[config.mk]
export PLATFORM = sky130hd
export DESIGN_NAME = aes_resp_framer_flat
export DESIGN_NICKNAME = d
export VERILOG_FILES = /design/src/rtl/aes_resp_framer_pkg.sv /design/src/rtl/aes_resp_framer_if.sv /design/src/rtl/aes_resp_framer_gap_timer.sv /design/src/rtl/aes_resp_framer.sv /design/src/flat_wrapper.sv
export SDC_FILE = /design/constraint.sdc
export NUM_CORES = 1
export LEC_CHECK = 0
export CORE_MARGIN = 2
export CORE_UTILIZATION = 50
export CTS_CLUSTER_DIAMETER = 50
export DETAILED_ROUTE_END_ITERATION = 16
export PLACE_DENSITY = 0.78
export RECOVER_POWER = 100
export SLEW_MARGIN = 40
export SYNTH_ARGS = -nofsm -noshare
export SYNTH_HDL_FRONTEND = slang
export SYNTH_SLANG_ARGS = --single-unit
export TNS_END_PERCENT = 100
[constraint.sdc]
create_clock -name clk -period 2.2 [get_ports clk]
set_input_delay 0.22 -clock clk [delete_from_list [all_inputs] [get_ports clk]]
set_output_delay 0.22 -clock clk [all_outputs]
set_load 0.005 [all_outputs]
[src/rtl/aes_resp_framer_pkg.sv]
`default_nettype none
// ============================================================================
//  Module      : framer_pkg
//  Description : Shared types and constants for the AES response framer:
//                state encoding, base frame length, default header byte and
//                the byte-index width.
//  Revision    : 1.0 - initial release
// ============================================================================
package framer_pkg;

   typedef enum logic [2:0] {
      ST_IDLE  = 3'd0,
      ST_START = 3'd1,
      ST_HOLD  = 3'd2,
      ST_WAIT  = 3'd3,
      ST_GAP   = 3'd4,
      ST_DONE  = 3'd5
   } framer_state_e;

   // Header + status + 16 ciphertext bytes; checksum (if enabled) is extra.
   localparam int         FRAME_LEN_BASE   = 18;
   localparam logic [7:0] HDR_BYTE_DEFAULT = 8'hA5;
   localparam int         IDX_W            = 5;

   typedef logic [IDX_W-1:0] idx_t;

endpackage : framer_pkg
`default_nettype wire

[src/rtl/aes_resp_framer_if.sv]
`default_nettype none
// ============================================================================
//  Module      : aes_resp_framer_if
//  Description : Bundles the result handshake (AES/glitch capture side) and
//                the byte interface toward the UART transmitter.
//                master = framer side, slave = surrounding logic.
//  Revision    : 1.0 - initial release
// ============================================================================
interface aes_resp_framer_if;
   logic         res_valid;
   logic         res_ready;
   logic [127:0] res_data;
   logic         glitch_flag;
   logic [6:0]   sensor_word;
   logic         tx_start;
   logic [7:0]   tx_data;
   logic         tx_busy;

   modport master (
      input  res_valid, res_data, glitch_flag, sensor_word, tx_busy,
      output res_ready, tx_start, tx_data
   );

   modport slave (
      output res_valid, res_data, glitch_flag, sensor_word, tx_busy,
      input  res_ready, tx_start, tx_data
   );
endinterface : aes_resp_framer_if
`default_nettype wire

[src/rtl/aes_resp_framer_gap_timer.sv]
`default_nettype none
// ============================================================================
//  Module      : framer_gap_timer
//  Description : Loadable down-counter that times the idle gap between bytes.
//                A load starts a run of CYCLES clocks; o_done is high in the
//                last of them (and whenever the counter is idle at zero).
//  Revision    : 1.0 - initial release
// ============================================================================
module framer_gap_timer #(
   parameter int CYCLES = 1
) (
   input  wire logic clk,
   input  wire logic reset,
   input  wire logic i_load,
   output logic      o_done
);
   localparam int                CNT_W      = $clog2(CYCLES + 1);
   localparam logic [CNT_W-1:0]  c_load_val = CNT_W'(CYCLES - 1);

   logic [CNT_W-1:0] r_cnt;

   // Load the remaining-cycle count, then count down to zero and hold.
   always_ff @(posedge clk) begin
      if (reset) begin
         r_cnt <= '0;
      end else if (i_load) begin
         r_cnt <= c_load_val;
      end else if (r_cnt != '0) begin
         r_cnt <= r_cnt - 1'b1;
      end
   end

   assign o_done = (r_cnt == '0);

endmodule : framer_gap_timer
`default_nettype wire

[src/rtl/aes_resp_framer.sv]
`default_nettype none
// ============================================================================
//  Module      : aes_resp_framer
//  Description : Captures one AES result + glitch flag + sensor word and sends
//                it to the UART transmitter as a byte frame:
//                HDR, {glitch, sensor}, 16 ciphertext bytes (MSB first) and,
//                when FRAMER_CHECKSUM_EN is defined, an XOR checksum byte.
//                Bytes are paced by tx_busy plus GAP_CYCLES idle clocks.
//  Config      : `define FRAMER_CHECKSUM_EN -> 19-byte frame with checksum
//  Revision    : 1.0 - initial release
// ============================================================================
module aes_resp_framer
   import framer_pkg::*;
#(
   parameter int         GAP_CYCLES = 20000,
   parameter logic [7:0] HDR_BYTE   = HDR_BYTE_DEFAULT
) (
   input  wire logic          clk,
   input  wire logic          reset,
   aes_resp_framer_if.master  bus,
   output logic               busy,
   output logic               frame_done
);
`ifdef FRAMER_CHECKSUM_EN
   localparam int FRAME_LEN = FRAME_LEN_BASE + 1;
`else
   localparam int FRAME_LEN = FRAME_LEN_BASE;
`endif
   localparam idx_t c_last_idx = idx_t'(FRAME_LEN - 1);
   localparam idx_t c_buf_end  = idx_t'(FRAME_LEN_BASE);

   localparam logic [2:0] S_IDLE  = ST_IDLE;
   localparam logic [2:0] S_START = ST_START;
   localparam logic [2:0] S_HOLD  = ST_HOLD;
   localparam logic [2:0] S_WAIT  = ST_WAIT;
   localparam logic [2:0] S_GAP   = ST_GAP;
   localparam logic [2:0] S_DONE  = ST_DONE;

   logic [2:0]   r_state;
   idx_t         r_idx;
   logic [143:0] r_buf;
   logic [7:0]   r_tx_data;

   logic [7:0]   w_buf_bytes [0:FRAME_LEN_BASE-1];
   logic [7:0]   w_byte;
   logic         w_last;
   logic         w_wait_exit;
   logic         w_gap_load;
   logic         w_gap_done;

   // Byte view of the frame buffer: entry 0 is the header (top bits).
   for (genvar gi = 0; gi < FRAME_LEN_BASE; gi++) begin : g_bytes
      assign w_buf_bytes[gi] = r_buf[8*(FRAME_LEN_BASE-1-gi) +: 8];
   end

`ifdef FRAMER_CHECKSUM_EN
   logic [7:0] r_csum;

   // Running XOR over the bytes already started; cleared on each capture.
   always_ff @(posedge clk) begin
      if (reset) begin
         r_csum <= '0;
      end else if (r_state == S_IDLE && bus.res_valid) begin
         r_csum <= '0;
      end else if (r_state == S_START && r_idx < c_buf_end) begin
         r_csum <= r_csum ^ w_byte;
      end
   end
`endif

   // Current byte: buffer entry by index, or the checksum past the buffer.
   always_comb begin
      w_byte = 8'h00;
      if (r_idx < c_buf_end) begin
         w_byte = w_buf_bytes[r_idx];
      end
`ifdef FRAMER_CHECKSUM_EN
      else begin
         w_byte = r_csum;
      end
`endif
   end

   assign w_last      = (r_idx == c_last_idx);
   assign w_wait_exit = (r_state == S_WAIT) && !bus.tx_busy;
   assign w_gap_load  = w_wait_exit && !w_last;

   if (GAP_CYCLES > 0) begin : g_gap_timer
      framer_gap_timer #(
         .CYCLES (GAP_CYCLES)
      ) u_gap_timer (
         .clk    (clk),
         .reset  (reset),
         .i_load (w_gap_load),
         .o_done (w_gap_done)
      );
   end else begin : g_no_gap_timer
      logic w_unused_gap_load;
      assign w_unused_gap_load = w_gap_load;
      assign w_gap_done        = 1'b1;
   end

   // Frame sequencer: capture, then START/HOLD/WAIT[/GAP] per byte, then DONE.
   always_ff @(posedge clk) begin
      if (reset) begin
         r_state   <= S_IDLE;
         r_idx     <= '0;
         r_buf     <= '0;
         r_tx_data <= '0;
      end else begin
         case (r_state)
            S_IDLE: begin
               if (bus.res_valid) begin
                  r_buf   <= {HDR_BYTE, bus.glitch_flag, bus.sensor_word, bus.res_data};
                  r_idx   <= '0;
                  r_state <= S_START;
               end
            end
            S_START: begin
               // Hold the launched byte so tx_data stays put until the next start.
               r_tx_data <= w_byte;
               r_state   <= S_HOLD;
            end
            S_HOLD: begin
               // Transmitter needs a cycle to raise busy; ignore it here.
               r_state <= S_WAIT;
            end
            S_WAIT: begin
               if (!bus.tx_busy) begin
                  r_idx <= r_idx + 1'b1;
                  if (w_last) begin
                     r_state <= S_DONE;
                  end else if (GAP_CYCLES == 0) begin
                     r_state <= S_START;
                  end else begin
                     r_state <= S_GAP;
                  end
               end
            end
            S_GAP: begin
               if (w_gap_done) begin
                  r_state <= S_START;
               end
            end
            S_DONE: begin
               r_state <= S_IDLE;
            end
            default: begin
               r_state <= S_IDLE;
            end
         endcase
      end
   end

   assign bus.res_ready = (r_state == S_IDLE) && !reset;
   assign bus.tx_start  = (r_state == S_START);
   assign bus.tx_data   = (r_state == S_START) ? w_byte : r_tx_data;
   assign busy          = (r_state != S_IDLE);
   assign frame_done    = (r_state == S_DONE);

endmodule : aes_resp_framer
`default_nettype wire

[src/flat_wrapper.sv]
// flat-port wrapper written by rule: the top's interface ports become plain ports
module aes_resp_framer_flat import framer_pkg::*;
#(
   parameter int         GAP_CYCLES = 20000,
   parameter logic [7:0] HDR_BYTE   = HDR_BYTE_DEFAULT
)
  (clk, reset, busy, frame_done, bus_res_valid, bus_res_data, bus_glitch_flag, bus_sensor_word, bus_tx_busy, bus_res_ready, bus_tx_start, bus_tx_data);
  aes_resp_framer_if bus_i ();
  input  wire logic clk;
  input  wire logic reset;
  output logic busy;
  output logic frame_done;
  input wire logic [$bits(bus_i.res_valid)-1:0] bus_res_valid;
  input wire logic [$bits(bus_i.res_data)-1:0] bus_res_data;
  input wire logic [$bits(bus_i.glitch_flag)-1:0] bus_glitch_flag;
  input wire logic [$bits(bus_i.sensor_word)-1:0] bus_sensor_word;
  input wire logic [$bits(bus_i.tx_busy)-1:0] bus_tx_busy;
  output wire logic [$bits(bus_i.res_ready)-1:0] bus_res_ready;
  output wire logic [$bits(bus_i.tx_start)-1:0] bus_tx_start;
  output wire logic [$bits(bus_i.tx_data)-1:0] bus_tx_data;
  assign bus_i.res_valid = bus_res_valid;
  assign bus_i.res_data = bus_res_data;
  assign bus_i.glitch_flag = bus_glitch_flag;
  assign bus_i.sensor_word = bus_sensor_word;
  assign bus_i.tx_busy = bus_tx_busy;
  assign bus_res_ready = bus_i.res_ready;
  assign bus_tx_start = bus_i.tx_start;
  assign bus_tx_data = bus_i.tx_data;
  aes_resp_framer #(.GAP_CYCLES(GAP_CYCLES), .HDR_BYTE(HDR_BYTE)) u_core (.clk(clk), .reset(reset), .bus(bus_i), .busy(busy), .frame_done(frame_done));
endmodule
# Word level (Yosys, flattened, before mapping)
# Index checks and enable logic that the tools add are counted.
totals:
  reg_bits: 168
  input_bits: 140
  out_inout_bits: 12
  wordCells: 51
classes:
  n_addsub: 2
  n_lt_le_gt_ge: 2
  n_eq_ne: 9
  n_mux: 15
  n_bitwise: 1
  reduce_logical: 16
ops:
  columns: ["operator", "count"]
  rows:
  - ["binary-select mux 8 bit (select 5 bit)", 1]
  - ["two-way mux 8 bit", 4]
  - ["two-way mux 15 bit", 2]
  - ["zero test 15 bit", 1]
  - ["case mux 3 bit (5 select lines)", 1]
  - ["nonzero test 15 bit", 1]
  - ["subtractor 15 x 1 -> 15 bit, second input constant", 1]
  - ["two-way mux 5 bit", 2]
  - ["case mux 5 bit (2 select lines)", 1]
  - ["two-way mux 3 bit", 3]
  - ["equality test 3 x 2 -> 1 bit, second input constant", 2]
  - ["equality test 3 bit, second input constant", 2]
  - ["greater-or-equal comparator 6 bit, second input constant", 1]
  - ["!= test 2 bit, second input constant", 3]
  - ["NOT 5 -> 6 bit", 1]
  - ["AND reduction 3 bit", 2]
  - ["adder 5 x 1 -> 5 bit, second input constant", 1]
  - ["equality test 5 bit, second input constant", 1]
  - ["< comparator 5 bit, second input constant", 1]
  - ["nonzero test 2 bit", 2]
  - ["equality test 3 x 1 -> 1 bit, second input constant", 1]
  - ["logical AND 1 bit", 3]
  - ["zero test 1 bit", 3]
  - ["zero test 3 bit", 1]
  - ["4 further kinds", 4]

# Longest topological paths before layout
depth:
  word_depth: 6
  depth_mapped: 9
  depth_no_buf: 7

# Modules after synthesis
# A second synthesis with hierarchy kept.
unflattened:
  hier_cells: 943
  hier_area_um2: 7586.0
by_module_without_submodules:
  columns: ["module", "instances", "cells_per_inst", "area_per_inst_um2", "seq_area_each_um2"]
  rows:
  - ["aes_resp_framer", 1, 847, 6797.8, 3062.9]
  - ["framer_gap_timer", 1, 96, 788.3, 300.3]

# Least setup slack after synthesis
# Ideal clock, no wire load.
synth_path:
  path_kind: "reg2out"
  startpoint: "reg u_core.r_idx[2]"
  endpoint: "out bus_tx_data[4]"
  arrival_time_ps: 1800
  required_time_ps: 1980
  path_slack_ps: 180
  stages_incl_launch_ff: 9
  path_buffers: 3
  path_cell_list: "dfxtp_1 > buf_2 > buf_2 > buf_2 > mux2_2 > a22oi_1 > o211ai_1 > a211oi_1 > nor2_1"
synth_via:
  elab_chain_cells: 6
synth_lines:
  columns: ["item", "line_no", "source"]
  rows:
  - ["start, declared", "aes_resp_framer.sv:40", "idx_t r_idx;"]
  - ["start signal, assigned", "aes_resp_framer.sv:130", "r_idx <= r_idx + 1'b1;"]
  - ["NOT 5 -> 6 bit (implied by the code)", "aes_resp_framer.sv:75", "w_byte = w_buf_bytes[r_idx];"]
  - ["binary-select mux 8 bit (select 5 bit)", "aes_resp_framer.sv:75", null]
  - ["two-way mux 8 bit (implied by the code) (2 in series)", "aes_resp_framer.sv:75", null]
  - ["two-way mux 8 bit *", "aes_resp_framer.sv:74", "if (r_idx < c_buf_end) begin"]
  - ["two-way mux 8 bit *", null, null]
  - ["end, declared", "flat_wrapper.sv:20", "output wire logic [$bits(bus_i.tx_data)-1:0] bus_tx_data;"]
# Every way passes the cells marked *; elsewhere a longest branch is shown, timed or not. The select of a mux whose other input is x is not followed.

# Worst setup path in the final report
layout_path:
  startpoint: "reg u_core.r_idx[1]"
  endpoint: "out bus_tx_data[5]"
# The elaborated chain is that of the path after synthesis.

==> impl_metrics.toml <==
[timing]
fin_worst_skew_ps = 6.63
hold_viol_final = 0
rsz0062_at_grt = "true"
final.setup.tns_ps = -1430
worstMarginPinSlew_ps = 635
fin_crit_ps = 2440
fmaxAchievable_ghz = 0.410
timing.final.crit_share = 1.11
drv_slew = 0
finalWorstSetupSlack_ps = -237
setup_violations = 11
relSlewSlack = 0.576
whs_ps = 148

[detailed_routing]
ant_nets = 0
totalWireLength_mm = 21.9
via_per_inst = 5.60
dr.pass1.iters = 6
num_vias = 7191
avgRoutedWirePerCell_um = 17.0
drt_iter0_drc = 596
drcViolationCount = 0

[grt]
antenna_found_initial = 0
overflow = 0
grt_max_degree = 73
grt_pass1_wl_mm = 33.4
gr-usage-all-layers = 0.265
grt_pass1_vias = 6846

[min_path]
min_to = "u_core.r_buf[134]"
holdPathStages = 2
hp-class = "in2reg"
min_from = "reset"

[yosys]
synth-seq-cells = 168
async_flop_share = 0
synth_edf_count = 0
synth_ff_type = "dfxtp_1"
synthesis.area_mm2 = 0.00742
syn_inst = 925
yosys_warnings = 0
synth_cell_types = 54
synth_nets = 1068
ys_seq_area_frac = 0.453
postSynthAreaPerCell_um2 = 8.02

[clocking]
clkLatencyLatePin_ps = 430
clkTransAtPathRegs_ps = 70
htree_levels = 4
root_buffer = "clkbuf_16"
clock_sinks = 168
cts_tree = "done"
cts_buffers = 17
clockBufferDepth = 2

[die]
initial_utilization = 0.511
design.core.area_mm2 = 0.0145
die_w_um = 126
rows = 44
dieArea_mm2 = 0.0158
die_h_um = 126
io_pins = 152

[pwr]
powerDensity_mw_per_mm2 = 851
switching_share = 0.283
comb_power_share = 0.232
fin_total_pwr_w = 0.00882
p_sw_w = 0.00250
ir_worst_vdd_mv = 0.662
seqPwrFrac = 0.411
p_leak_nw = 3.78
clkPwrFrac = 0.357
internal-power_w = 0.00633

[placed_design]
dp_slack_ps = -158
portBuffers = 151
gp_congestion = 0.921
hpwl_mm = 14.7

[job]
drv_cap = 0

[worst_setup_path]
worstPathArrival_ps = 2220
critPathLaunchType = "register"
r2r_start = "u_core.r_state[2]"
crit_fanout = 6
timing.rr.end = "u_core.r_buf[93]"
critPathKind = "reg2out"
ff2ff_path_depth = 7
cp_data_required_time_ps = 1980
r2r_slack_ps = -80
end_kind = "output pin"

[status]
failed_checks = "setup timing"
outcome = "complete, but fails checks"

[finish]
utilization = 0.713
insertedDiodeCount = 0
nets = 1231
drive_gt1_frac = 0.167
final_cell_mix = "287 x nand2_1, 165 x dfxtp_1, 146 x a21oi_1, 141 x clkdlybuf4s50_1, 38 x buf_4"
area_growth_pct = 39.7
final_common_cell = "nand2_1"
worst max path at each step:
stage                    startpoint             end  cells after the start
CTS                 u_core.r_idx[2]  bus_tx_data[3]                      8
detailed placement  u_core.r_idx[2]  bus_tx_data[3]                      8
global placement    u_core.r_idx[2]  bus_tx_data[3]                      8
finish              u_core.r_idx[1]  bus_tx_data[5]                      6
global route        u_core.r_idx[1]  bus_tx_data[5]                      6
floorplan           u_core.r_idx[2]  bus_tx_data[4]                      8
timing repair:
| action | CTS | global route |
|---|---|---|
| gates cloned | 1 | 0 |
| pin swaps | 22 | 12 |
| setup endpoints to repair | 9 | 12 |
| gates resized for setup | 90 | 29 |
| hold buffers | 0 | 0 |
| buffers inserted | 7 | 1 |
power groups by stage:
stage	sequential [W]	clock [W]	combinational, W
CTS	0.00361	0.00318	0.00204
floorplan	0.00360	0	0.00130
detailed placement	0.00367	0	0.00198
global route	0.00365	0.00332	0.00225
finish	0.00362	0.00315	0.00204
global placement	0.00366	0	0.00194
metrics by stage:
step	std cells	area, µm²
floorplan	925	7420
global placement	1246	9390
detailed placement	1246	9390
CTS	1284	10300
global route	1285	10400
finish	1285	10400
state kept, by name, indices dropped and copies added, names as in the netlist:
| name | cells |
|---|---|
| u_core.g_gap_timer.u_gap_timer.r_cnt | 15 |
| u_core.r_buf | 137 |
| u_core.r_tx_data | 8 |
| u_core.r_state | 3 |
| u_core.r_idx | 5 |
cell type report:
class	count	area (µm²)
Clock inverter	9	138
Inverter	5	22.5
Fill cell	1087	4170
Clock buffer	23	498
Sequential cell	168	3370
Timing Repair Buffer	213	2100
Multi-Input combinational cell	683	4000
Tap cell	184	230
per-layer routing:
metal | track usage | vias to the layer above | part of all wire
met3 | 0.0709 | 50 | 0.072
met2 | 0.439 | 276 | 0.48
met4 | 0.0970 | 0 | 0.030
met1 | 0.333 | 3381 | 0.42
li1 | - | 3484 | -
met5 | 0 | - | 0
logic make-up (layout without fill, tap and decap cells):
| kind of cell | after synthesis | count (layout) | synth area share |
|---|---|---|---|
| AND/OR/NAND/NOR | 405 | 405 | 0.234 |
| AO/OA/AOI/OAI | 209 | 209 | 0.158 |
| flip-flops | 168 | 168 | 0.453 |
| buffers and inverters | 74 | 250 | 0.0411 |
| multiplexers | 59 | 59 | 0.100 |
| XOR/XNOR | 7 | 7 | 0.00826 |
| adder cells (fa/ha/maj) | 3 | 3 | 0.00506 |
synthesized netlist by cell type, types with 7 or more instances:
| cell | count | area (µm²) |
|---|---|---|
| nor3_1 | 14 | 70.1 |
| mux2_2 | 22 | 248 |
| a31oi_1 | 9 | 56.3 |
| nor2b_1 | 19 | 119 |
| nor2_1 | 38 | 143 |
| nand2_1 | 289 | 1080 |
| clkbuf_1 | 50 | 188 |
| buf_2 | 16 | 80.1 |
| or3_1 | 8 | 50.1 |
| o22ai_1 | 7 | 43.8 |
| o21ai_0 | 15 | 75.1 |
| a21oi_1 | 147 | 736 |
| dfxtp_1 | 168 | 3360 |
| mux2i_1 | 27 | 270 |
| mux4_2 | 10 | 225 |
critical path, stage by stage (launching register included):
cell and delay [ps]:
dfxtp_4 430, buf_6 140, mux2_4 330, nor3b_4 230, o311ai_1 160, and4bb_2 290
clkdlybuf4s15_1 210
(Power assumes the default switching activity.)
